===== src/rtl/regfile_mp_pkg.sv =====
// Shared widths and helpers for the multi-port integer register file.
package regfile_mp_pkg;
  localparam int RF_XLEN = 32;
  localparam int RF_NREG = 32;
  localparam int RF_NR   = 2;
  localparam int RF_NW   = 2;

  function automatic logic [31:0] sat_add32(input logic [31:0] a, input logic [31:0] b);
    logic [32:0] sum;
    sum = {1'b0, a} + {1'b0, b};
    return sum[32] ? 32'hFFFF_FFFF : sum[31:0];
  endfunction
endpackage


===== src/rtl/regfile_mp_if.sv =====
// Decode-stage bus of the register file: read ports, write ports, scoreboard.
interface regfile_mp_if
  import regfile_mp_pkg::*;
#(
  parameter int XLEN = RF_XLEN,
  parameter int NREG = RF_NREG,
  parameter int IDXW = $clog2(NREG),
  parameter int NR   = RF_NR,
  parameter int NW   = RF_NW
);
  logic [NR*IDXW-1:0] ra;
  logic [NR*XLEN-1:0] rd;
  logic [NR-1:0]      rbusy;
  logic [NW-1:0]      we;
  logic [NW*IDXW-1:0] wa;
  logic [NW*XLEN-1:0] wd;
  logic               sb_set;
  logic [IDXW-1:0]    sb_wa;
  logic [NREG-1:0]    sb_busy;
  logic [31:0]        wr_cnt;

  modport master (output ra, we, wa, wd, sb_set, sb_wa,
                  input  rd, rbusy, sb_busy, wr_cnt);
  modport slave  (input  ra, we, wa, wd, sb_set, sb_wa,
                  output rd, rbusy, sb_busy, wr_cnt);
endinterface


===== src/rtl/regfile_mp_scoreboard.sv =====
// Pending-write scoreboard: a new producer (set) outranks a retiring write (clear).
module regfile_mp_scoreboard
  import regfile_mp_pkg::*;
#(
  parameter int NREG = RF_NREG,
  parameter int IDXW = $clog2(NREG),
  parameter int NR   = RF_NR,
  parameter int NW   = RF_NW
) (
  input  logic               clk,
  input  logic               rstn,
  input  logic               i_sb_set,
  input  logic [IDXW-1:0]    i_sb_wa,
  input  logic [NW-1:0]      i_we,
  input  logic [NW*IDXW-1:0] i_wa,
  input  logic [NR*IDXW-1:0] i_ra,
  output logic [NREG-1:0]    o_busy,
  output logic [NR-1:0]      o_rbusy
);
  logic [NREG-1:0] r_busy;
  logic [NREG-1:0] w_set;
  logic [NREG-1:0] w_clr;
  logic [NREG-1:0] w_next;

  always_comb begin
    w_set = '0;
    w_clr = '0;
    if (i_sb_set) w_set[i_sb_wa] = 1'b1;
    for (int j = 0; j < NW; j++) begin
      if (i_we[j]) w_clr[i_wa[j*IDXW +: IDXW]] = 1'b1;
    end
    w_next    = (r_busy & ~w_clr) | w_set;
    w_next[0] = 1'b0;
  end

  always_ff @(posedge clk or negedge rstn) begin
    if (!rstn) r_busy <= '0;
    else       r_busy <= w_next;
  end

  // A retiring write releases the stall in the cycle its data is bypassed.
  always_comb begin
    o_rbusy = '0;
    for (int i = 0; i < NR; i++) begin
      o_rbusy[i] = r_busy[i_ra[i*IDXW +: IDXW]] && !w_clr[i_ra[i*IDXW +: IDXW]];
    end
  end

  assign o_busy = r_busy;
endmodule


===== src/rtl/regfile_mp.sv =====
// Multi-port register file with write-to-read bypass, x0 hardwired to zero,
// saturating committed-write counter and a pending-write scoreboard.
module regfile_mp
  import regfile_mp_pkg::*;
#(
  parameter int XLEN = RF_XLEN,
  parameter int NREG = RF_NREG,
  parameter int IDXW = $clog2(NREG),
  parameter int NR   = RF_NR,
  parameter int NW   = RF_NW
) (
  input logic         clk,
  input logic         rstn,
  regfile_mp_if.slave bus
);
  logic [XLEN-1:0] r_rf [NREG];
  logic [31:0]     r_wr_cnt;
  logic [NW-1:0]   w_win;
  logic [31:0]     w_nwin;
  logic [NR*XLEN-1:0] w_rd;

  // A port wins only if no higher-index port targets the same register.
  always_comb begin
    w_win  = '0;
    w_nwin = '0;
    for (int j = 0; j < NW; j++) begin
      w_win[j] = bus.we[j] && (bus.wa[j*IDXW +: IDXW] != '0);
      for (int k = j + 1; k < NW; k++) begin
        if (bus.we[k] && (bus.wa[k*IDXW +: IDXW] == bus.wa[j*IDXW +: IDXW])) w_win[j] = 1'b0;
      end
      if (w_win[j]) w_nwin = w_nwin + 32'd1;
    end
  end

  always_ff @(posedge clk or negedge rstn) begin
    if (!rstn) begin
      for (int r = 0; r < NREG; r++) r_rf[r] <= '0;
      r_wr_cnt <= '0;
    end else begin
      for (int j = 0; j < NW; j++) begin
        if (w_win[j]) r_rf[bus.wa[j*IDXW +: IDXW]] <= bus.wd[j*XLEN +: XLEN];
      end
      r_wr_cnt <= sat_add32(r_wr_cnt, w_nwin);
    end
  end

  always_comb begin
    w_rd = '0;
    for (int i = 0; i < NR; i++) begin
      if (bus.ra[i*IDXW +: IDXW] != '0) begin
        w_rd[i*XLEN +: XLEN] = r_rf[bus.ra[i*IDXW +: IDXW]];
        for (int j = 0; j < NW; j++) begin
          if (bus.we[j] && (bus.wa[j*IDXW +: IDXW] == bus.ra[i*IDXW +: IDXW]))
            w_rd[i*XLEN +: XLEN] = bus.wd[j*XLEN +: XLEN];
        end
      end
    end
  end

  assign bus.rd     = w_rd;
  assign bus.wr_cnt = r_wr_cnt;

  regfile_mp_scoreboard #(
    .NREG (NREG),
    .IDXW (IDXW),
    .NR   (NR),
    .NW   (NW)
  ) u_sb (
    .clk      (clk),
    .rstn     (rstn),
    .i_sb_set (bus.sb_set),
    .i_sb_wa  (bus.sb_wa),
    .i_we     (bus.we),
    .i_wa     (bus.wa),
    .i_ra     (bus.ra),
    .o_busy   (bus.sb_busy),
    .o_rbusy  (bus.rbusy)
  );
endmodule

===== src/flat_wrapper.sv =====
// flat-port wrapper written by rule: the top's interface ports become plain ports
module regfile_mp_flat import regfile_mp_pkg::*;
#(
  parameter int XLEN = RF_XLEN,
  parameter int NREG = RF_NREG,
  parameter int IDXW = $clog2(NREG),
  parameter int NR   = RF_NR,
  parameter int NW   = RF_NW
)
  (clk, rstn, bus_ra, bus_we, bus_wa, bus_wd, bus_sb_set, bus_sb_wa, bus_rd, bus_rbusy, bus_sb_busy, bus_wr_cnt);
  regfile_mp_if #(.XLEN(XLEN), .NREG(NREG), .IDXW(IDXW), .NR(NR), .NW(NW)) bus_i ();
  input logic clk;
  input logic rstn;
  input wire logic [$bits(bus_i.ra)-1:0] bus_ra;
  input wire logic [$bits(bus_i.we)-1:0] bus_we;
  input wire logic [$bits(bus_i.wa)-1:0] bus_wa;
  input wire logic [$bits(bus_i.wd)-1:0] bus_wd;
  input wire logic [$bits(bus_i.sb_set)-1:0] bus_sb_set;
  input wire logic [$bits(bus_i.sb_wa)-1:0] bus_sb_wa;
  output wire logic [$bits(bus_i.rd)-1:0] bus_rd;
  output wire logic [$bits(bus_i.rbusy)-1:0] bus_rbusy;
  output wire logic [$bits(bus_i.sb_busy)-1:0] bus_sb_busy;
  output wire logic [$bits(bus_i.wr_cnt)-1:0] bus_wr_cnt;
  assign bus_i.ra = bus_ra;
  assign bus_i.we = bus_we;
  assign bus_i.wa = bus_wa;
  assign bus_i.wd = bus_wd;
  assign bus_i.sb_set = bus_sb_set;
  assign bus_i.sb_wa = bus_sb_wa;
  assign bus_rd = bus_i.rd;
  assign bus_rbusy = bus_i.rbusy;
  assign bus_sb_busy = bus_i.sb_busy;
  assign bus_wr_cnt = bus_i.wr_cnt;
  regfile_mp #(.XLEN(XLEN), .NREG(NREG), .IDXW(IDXW), .NR(NR), .NW(NW)) u_core (.clk(clk), .rstn(rstn), .bus(bus_i));
endmodule

===== config.mk =====
export PLATFORM = sky130hd
export DESIGN_NAME = regfile_mp_flat
export DESIGN_NICKNAME = d
export VERILOG_FILES = /design/src/rtl/regfile_mp_pkg.sv /design/src/rtl/regfile_mp_if.sv /design/src/rtl/regfile_mp_scoreboard.sv /design/src/rtl/regfile_mp.sv /design/src/flat_wrapper.sv
export SDC_FILE = /design/constraint.sdc
export NUM_CORES = 2
export LEC_CHECK = 0
export BUFFER_PORTS_ARGS = -buffer_cell sky130_fd_sc_hd__buf_2
export CORE_MARGIN = 3
export CORE_UTILIZATION = 50
export CTS_BUF_LIST = sky130_fd_sc_hd__clkbuf_8
export CTS_CLUSTER_SIZE = 25
export DETAILED_ROUTE_END_ITERATION = 7
export GPL_TIMING_DRIVEN = 0
export PLACE_DENSITY = 0.66
export SYNTH_ARGS = -nofsm -noshare
export SYNTH_HDL_FRONTEND = slang
export SYNTH_SLANG_ARGS = --single-unit
export TNS_END_PERCENT = 20

===== constraint.sdc =====
create_clock -name clk -period 3.54 [get_ports clk]
set_clock_uncertainty 0.05 [all_clocks]
set_input_delay 0.354 -clock clk [delete_from_list [all_inputs] [get_ports clk]]
set_output_delay 0.354 -clock clk [all_outputs]
set_load 0.01 [all_outputs]

# == After elaboration in Yosys (flattened, before gate mapping) ==
# Cells that the tools add are included.
# classes
addsub,2
n_lt_le_gt_ge,14
eq_ne,5
mux,41
n_bitwise,8
n_reduce_logical,20
# op_table
op,count
bitwise mux 1024 bit,2
two-way mux 1024 bit,2
two-way mux 32 bit,17
binary-select mux 32 bit (select 5 bit),2
demux 32 bit (select 5 bit),2
bitwise OR 32 bit,2
adder 32 x 32 -> 33 bit,1
AND 32 bit,1
NOT 32 bit,1
< comparator 5 x 6 -> 1 bit (second input constant),5
== test 5 bit,5
greater-or-equal comparator 6 bit (second input constant),4
NOT 5 -> 6 bit,4
binary-select mux 1 bit (select 5 bit),4
nonzero test 5 bit,4
demux 1 bit (select 5 bit),3
greater-or-equal comparator 5 x 1 -> 1 bit (second input constant),3
logical AND 1 bit,14
< comparator 6 x 1 -> 1 bit (second input constant),2
two-way mux 1 bit,9
adder 1 x 1 -> 2 bit (second input constant),1
zero test 1 bit,2
# totals
regBits,1087
input_bits,94
out_inout_bits,130
elab_cells,124

# == Logic depth before layout (Yosys ltp) ==
# logic_depth
depth_word,11
mapped_depth,18
depth_no_buf,12

# == Cells and area by module ==
# Synthesis repeated with hierarchy kept, for this count alone.
# unflattened
cells_unflattened,7149
hier_area_um2,70835.4
# by_module_without_submodules
mod,instances,cells_each,area_each_um2,seq_area_each_um2
regfile_mp,1,6843,67990.2,26425.3
regfile_mp_scoreboard,1,306,2845.2,775.7

# == Worst setup path after synthesis ==
# No wires, ideal clock.
# synth_path
kind,input -> register
from,input bus_wa[5]
to,"register u_core.r_wr_cnt[10], in the netlist u_core.bus.wr_cnt[10]"
setup_time_ps,68
arrival_time_ps,4609
setup_slack_ps,-1187
cell_stages,18
n_path_buf,6
cell_sequence,buf_2 -> or2_2 -> clkbuf_1 -> clkbuf_1 -> or4_1 -> clkbuf_1 -> clkbuf_1 -> and2_1 -> ha_1 -> ha_1 -> inv_1 -> fa_1 -> nor4b_2 -> nand4_1 -> nor3_1 -> nand4_1 -> clkbuf_1 -> nand2_1
# synth_via
elab_chain_len,8
elab_cells_between_ends,10
# synth_lines
element,line_no,text
from (decl),flat_wrapper.sv:16,input wire logic [$bits(bus_i.wa)-1:0] bus_wa;
== test 5 bit,regfile_mp.sv:29,if (bus.we[k] && (bus.wa[k*IDXW +: IDXW] == bus.wa[j*IDXW +: IDXW])) w_win[j] = 1'b0;
logical AND 1 bit,regfile_mp.sv:29,
two-way mux 1 bit,regfile_mp.sv:29,
two-way mux 1 bit,regfile_mp.sv:31,if (w_win[j]) w_nwin = w_nwin + 32'd1;
adder 1 x 1 -> 2 bit,regfile_mp.sv:31,
two-way mux 32 bit *,regfile_mp.sv:31,
adder 32 x 32 -> 33 bit *,regfile_mp_pkg.sv:10,"sum = {1'b0, a} + {1'b0, b};"
two-way mux 32 bit *,regfile_mp_pkg.sv:11,return sum[32] ? 32'hFFFF_FFFF : sum[31:0];
to (signal assigned),regfile_mp.sv:43,"r_wr_cnt <= sat_add32(r_wr_cnt, w_nwin);"
to (decl),regfile_mp.sv:17,logic [31:0] r_wr_cnt;
# Every way passes the cells marked *; elsewhere a longest branch is shown, timed or not.

# == Worst setup path in the final report ==
# layout_path
from,input bus_ra[9]
to,output bus_rd[58]
# layout_via
elab_chain_len,7
elab_cells_between_ends,12
# layout_lines
element,line_no,text
from (decl),flat_wrapper.sv:14,input wire logic [$bits(bus_i.ra)-1:0] bus_ra;
NOT 5 -> 6 bit (implied by the code),regfile_mp.sv:51,w_rd[i*XLEN +: XLEN] = r_rf[bus.ra[i*IDXW +: IDXW]];
binary-select mux 32 bit (select 5 bit),regfile_mp.sv:51,
two-way mux 32 bit (implied by the code) (2 in series),regfile_mp.sv:51,
two-way mux 32 bit (2 in series),regfile_mp.sv:53,if (bus.we[j] && (bus.wa[j*IDXW +: IDXW] == bus.ra[i*IDXW +: IDXW]))
two-way mux 32 bit *,regfile_mp.sv:50,if (bus.ra[i*IDXW +: IDXW] != '0) begin
to (decl),flat_wrapper.sv:20,output wire logic [$bits(bus_i.rd)-1:0] bus_rd;
# Every way passes the cells marked *; elsewhere a longest branch is shown, timed or not. The select of a mux whose other input is x is not followed.

==> qor.txt <==
Simple-gate portion of the synthesized area -> 0.0846
Yosys warnings -> 0
Slowest stage delay, CP -> 1.19 ns
Crit-path max FO -> 11
Compound-gate portion of the synthesized area -> 0.102
Worst R2R Setup Slack -> 1.06 ns
Number of synthesized flops with an enable pin -> 0
Clock transition at path regs -> 0.06 ns
Clock Latency Late Sink -> 1.00 ns
Count of input and output buffers -> 160
Num CTS Buffers -> 196
Initial core utilization -> 0.507
Initial antenna violation count -> 39
FF/Latch Area -> 27200 um2
Gr usage total -> 0.488
Synth top area share -> 0.393
NetSw -> 16500 uW
Failing checks -> max-capacitance violations, max-slew violations, negative setup slack
Crit path DAT -> 3.46 ns
Max frequency -> 259 MHz
Multi-input gate area -> 38700 um2
Via density -> 7.19
GRT overflow -> 0
Worst setup path class -> primary input to output port
Sequential Power Share -> 0.409
Leakage Power -> 0.0378 uW
Synth Area in Adders -> 0.000832
Comb power frac -> 0.313
Die Height -> 378 um
Root Driver -> clkbuf_8
DP Worst Slack -> -2.23 ns
Area leader, netlist -> dfrtp_1
Rows -> 135
Sw Share -> 0.370
Largest cells by area after synthesis -> dfrtp_1 39%, mux4_2 21%, mux2i_1 15%
Area of the mapped netlist -> 69200 um2
Synth Instances -> 6302
Die ar. -> 143000 um2
Worst-path cell chain -> buf_2 > clkbuf_4 > buf_1 > nand2_1 > o21ai_1 > a221oi_2 > nor3_2 > buf_2
Worst VDD drop -> 0.000410 V
Nets -> 6863
Die Wd -> 378 um
Fill cells -> 11700
Pint -> 28100 uW
# H-tree levels -> 4
Routed Antenna Nets -> 0
Req. time, crit path -> 3.14 ns
Most Frequent Cell on Critical Path -> buf_2
Gpl congestion -> 1.11
HP Class -> primary input to register
Layout cells sized above 1 -> 0.222
Slew headroom -> -0.145
Worst path bufs/invs -> 4
I/O pin total -> 224
Fin area -> 78700 um2
Main synth FF type -> dfrtp_1
Dpl hpwl -> 269 mm
Delay-heaviest family, CP -> buffers and inverters
Vias post-DR -> 62800
Multiplexer area fraction after synthesis -> 0.361
Maximum clock insertion buffer count -> 3
Largest family of logic cells by synthesized area -> multiplexers
Fin crit share -> 1.09
Syn_area_per_cell -> 11.0 um2
Slowest cell on crit path -> buf_1
Max Slew Vio Count -> 22
Vias in the first global route -> 59000
Final Setup Violations -> 45
First-pass GRT wire length -> 478 mm
1st-pass router iterations -> 7
Synth-to-Final Area Change -> 13.8%
Yosys cell types -> 78
Clock network power share -> 0.278
Max Cap Viol -> 2
Synth async-reset ratio -> 1.00
Core area -> 136000 um2
Initial drt markers -> 10800
Post-synthesis xor/xnor area fraction -> 0.00607
Drt wl/cell -> 40.4 um
DR DRC count -> 0
Clk sink count -> 1087
Sequential area share after synthesis -> 0.393
Largest net degree at the start of global routing -> 153
FF+latch count, synth -> 1087
Area after DPL -> 72700 um2
Status -> finished, violations left
Final WL -> 353 mm
Critical path capture point type -> output port
CTS tree -> done
Crit start category -> primary input
Worst-Margin Slew -> 1.71 ns
Synth Net Count -> 6400
Final worst slack -> -0.323 ns
Final min period -> 3.86 ns
PD cells -> 567 nW/um2
Hold Vio Cnt, Final -> 0
RSZ-0062 raised after global routing -> yes
path summary, 6_finish.rpt:
path                                                        end                      startpoint  cells past startpoint
worst max-delay path                                 bus_rd[58]                       bus_ra[9]                      8
worst min-delay path            u_core.u_sb.o_busy[9]$_DFF_PN0_                       bus_we[0]                      4
worst max register to register  u_core.bus.wr_cnt[31]$_DFF_PN0_  u_core.bus.wr_cnt[1]$_DFF_PN0_                      7
worst min register to register      u_core.r_rf[1020]$_DFF_PN0_     u_core.r_rf[1020]$_DFF_PN0_                      1
max in group asynchronous             u_core.r_rf[94]$_DFF_PN0_                            rstn                      6
min in group asynchronous            u_core.r_rf[806]$_DFF_PN0_                            rstn                      4
worst reg2reg max path, cell delays in order (launching register included):
cell	delay, ns
dfrtp_1	0.41
ha_1	0.30
a21oi_1	0.11
or4b_4	0.55
or3_4	0.39
nor3_4	0.28
and3_1	0.20
a31oi_1	0.08
cell families after synthesis:
logic type | count (synthesis)
muxes | 1687
buffers and inverters | 823
xor gates and xnor gates | 48
other | 1
and+or+nand+nor | 1362
DFF | 1087
adders and majority gates | 4
AOI/OAI and AO/OA | 1290
cell usage after synthesis (7+ instances only):
library cell,n
clkbuf_1,587
nor3b_1,7
o21ai_1,515
mux4_2,645
nor2_1,351
and3b_1,7
xor2_1,18
a21oi_1,293
xnor2_1,30
dfrtp_1,1087
buf_6,63
nand2_4,21
o22ai_1,13
a22o_1,12
nand4_1,16
mux2i_1,1037
nand2_1,781
o21ai_0,287
o221ai_1,8
nand3_1,81
buf_2,73
nor3_1,9
buf_1,75
a31oi_1,17
a22oi_1,69
and2_1,13
o211ai_1,8
inv_1,15
a211oi_1,28
nor2b_1,8
routing by layer:
metal  GRT usage  share of wire
met1       0.614           0.36
met2       0.648           0.40
met3       0.279           0.18
met4       0.289          0.070
met5    0.000343         0.0020
per-stage QoR:
step	total power, uW	util	TNS [ns]	hold WS, ns	instances
3_3_place_gp	30600	0.530	-	0.403	8243
6_report	44600	0.577	-4.03	0.0886	8728
5_1_grt	45700	0.576	-1.29	0.0731	8699
2_1_floorplan	25600	-	-17.51	0.00841	6302
3_5_place_dp	31100	0.533	-516.36	0.226	8257
4_1_cts	43400	0.575	-0.671	0.00261	8689
cells in the final DEF (no fill, tap or decap), drive strengths merged, types with 5 or more instances in the layout:
master / instances
diode: 34
nor3b: 8
o211ai: 8
o2111ai: 5
o21ai: 802
and2: 14
xor2: 18
and3b: 7
a221oi: 6
clkinv: 34
nor2b: 8
inv: 89
buf: 423
nor2: 351
or2: 6
a211oi: 32
clkbuf: 808
nand4bb: 6
nor3: 9
and4: 5
nand2b: 6
xnor2: 30
and3: 6
a31oi: 17
nand2: 803
dfrtp: 1087
a32oi: 5
o221ai: 8
nor4: 5
a22o: 12
dlygate4sd3: 71
nor4bb: 5
nand3: 81
nand4: 16
mux4: 645
o22ai: 13
mux2: 5
a22oi: 69
a21oi: 293
mux2i: 1037
area by class of cell:
cell class                      count  share of cell area
Timing Repair Buffer              277              0.0269
Clock inverter                    110             0.00798
Multi-Input combinational cell   4392               0.492
Inverter                           19             0.00100
Antenna cell                       34             0.00108
Tap cell                         1781              0.0283
Clock buffer                      236              0.0412
Buffer                            792              0.0560
Sequential cell                  1087               0.345
sequential cells by signal, indices dropped and copies added (netlist names):
register,flops
u_core.u_sb.o_busy,31
u_core.r_rf,1024
u_core.bus.wr_cnt,32
power groups by stage:
stage                     Sequential, uW  Combinational, uW  Clock, uW
after floorplan                    17400               8210          0
after global placement             18000              12600          0
after detailed placement           18300              12900          0
after CTS                          18100              13100      12200
after global routing               18500              14300      12800
final                              18300              13900      12400
timing repair:
item,in CTS,in global routing
endpoints found under the setup margin,140,74
hold buffers,72,0
gates resized for setup,445,63
hold endpoints to repair,479,0
pin swaps,16,13
cloned,0,0
setup buffers,23,8
Power figures use the tool's default switching activity.
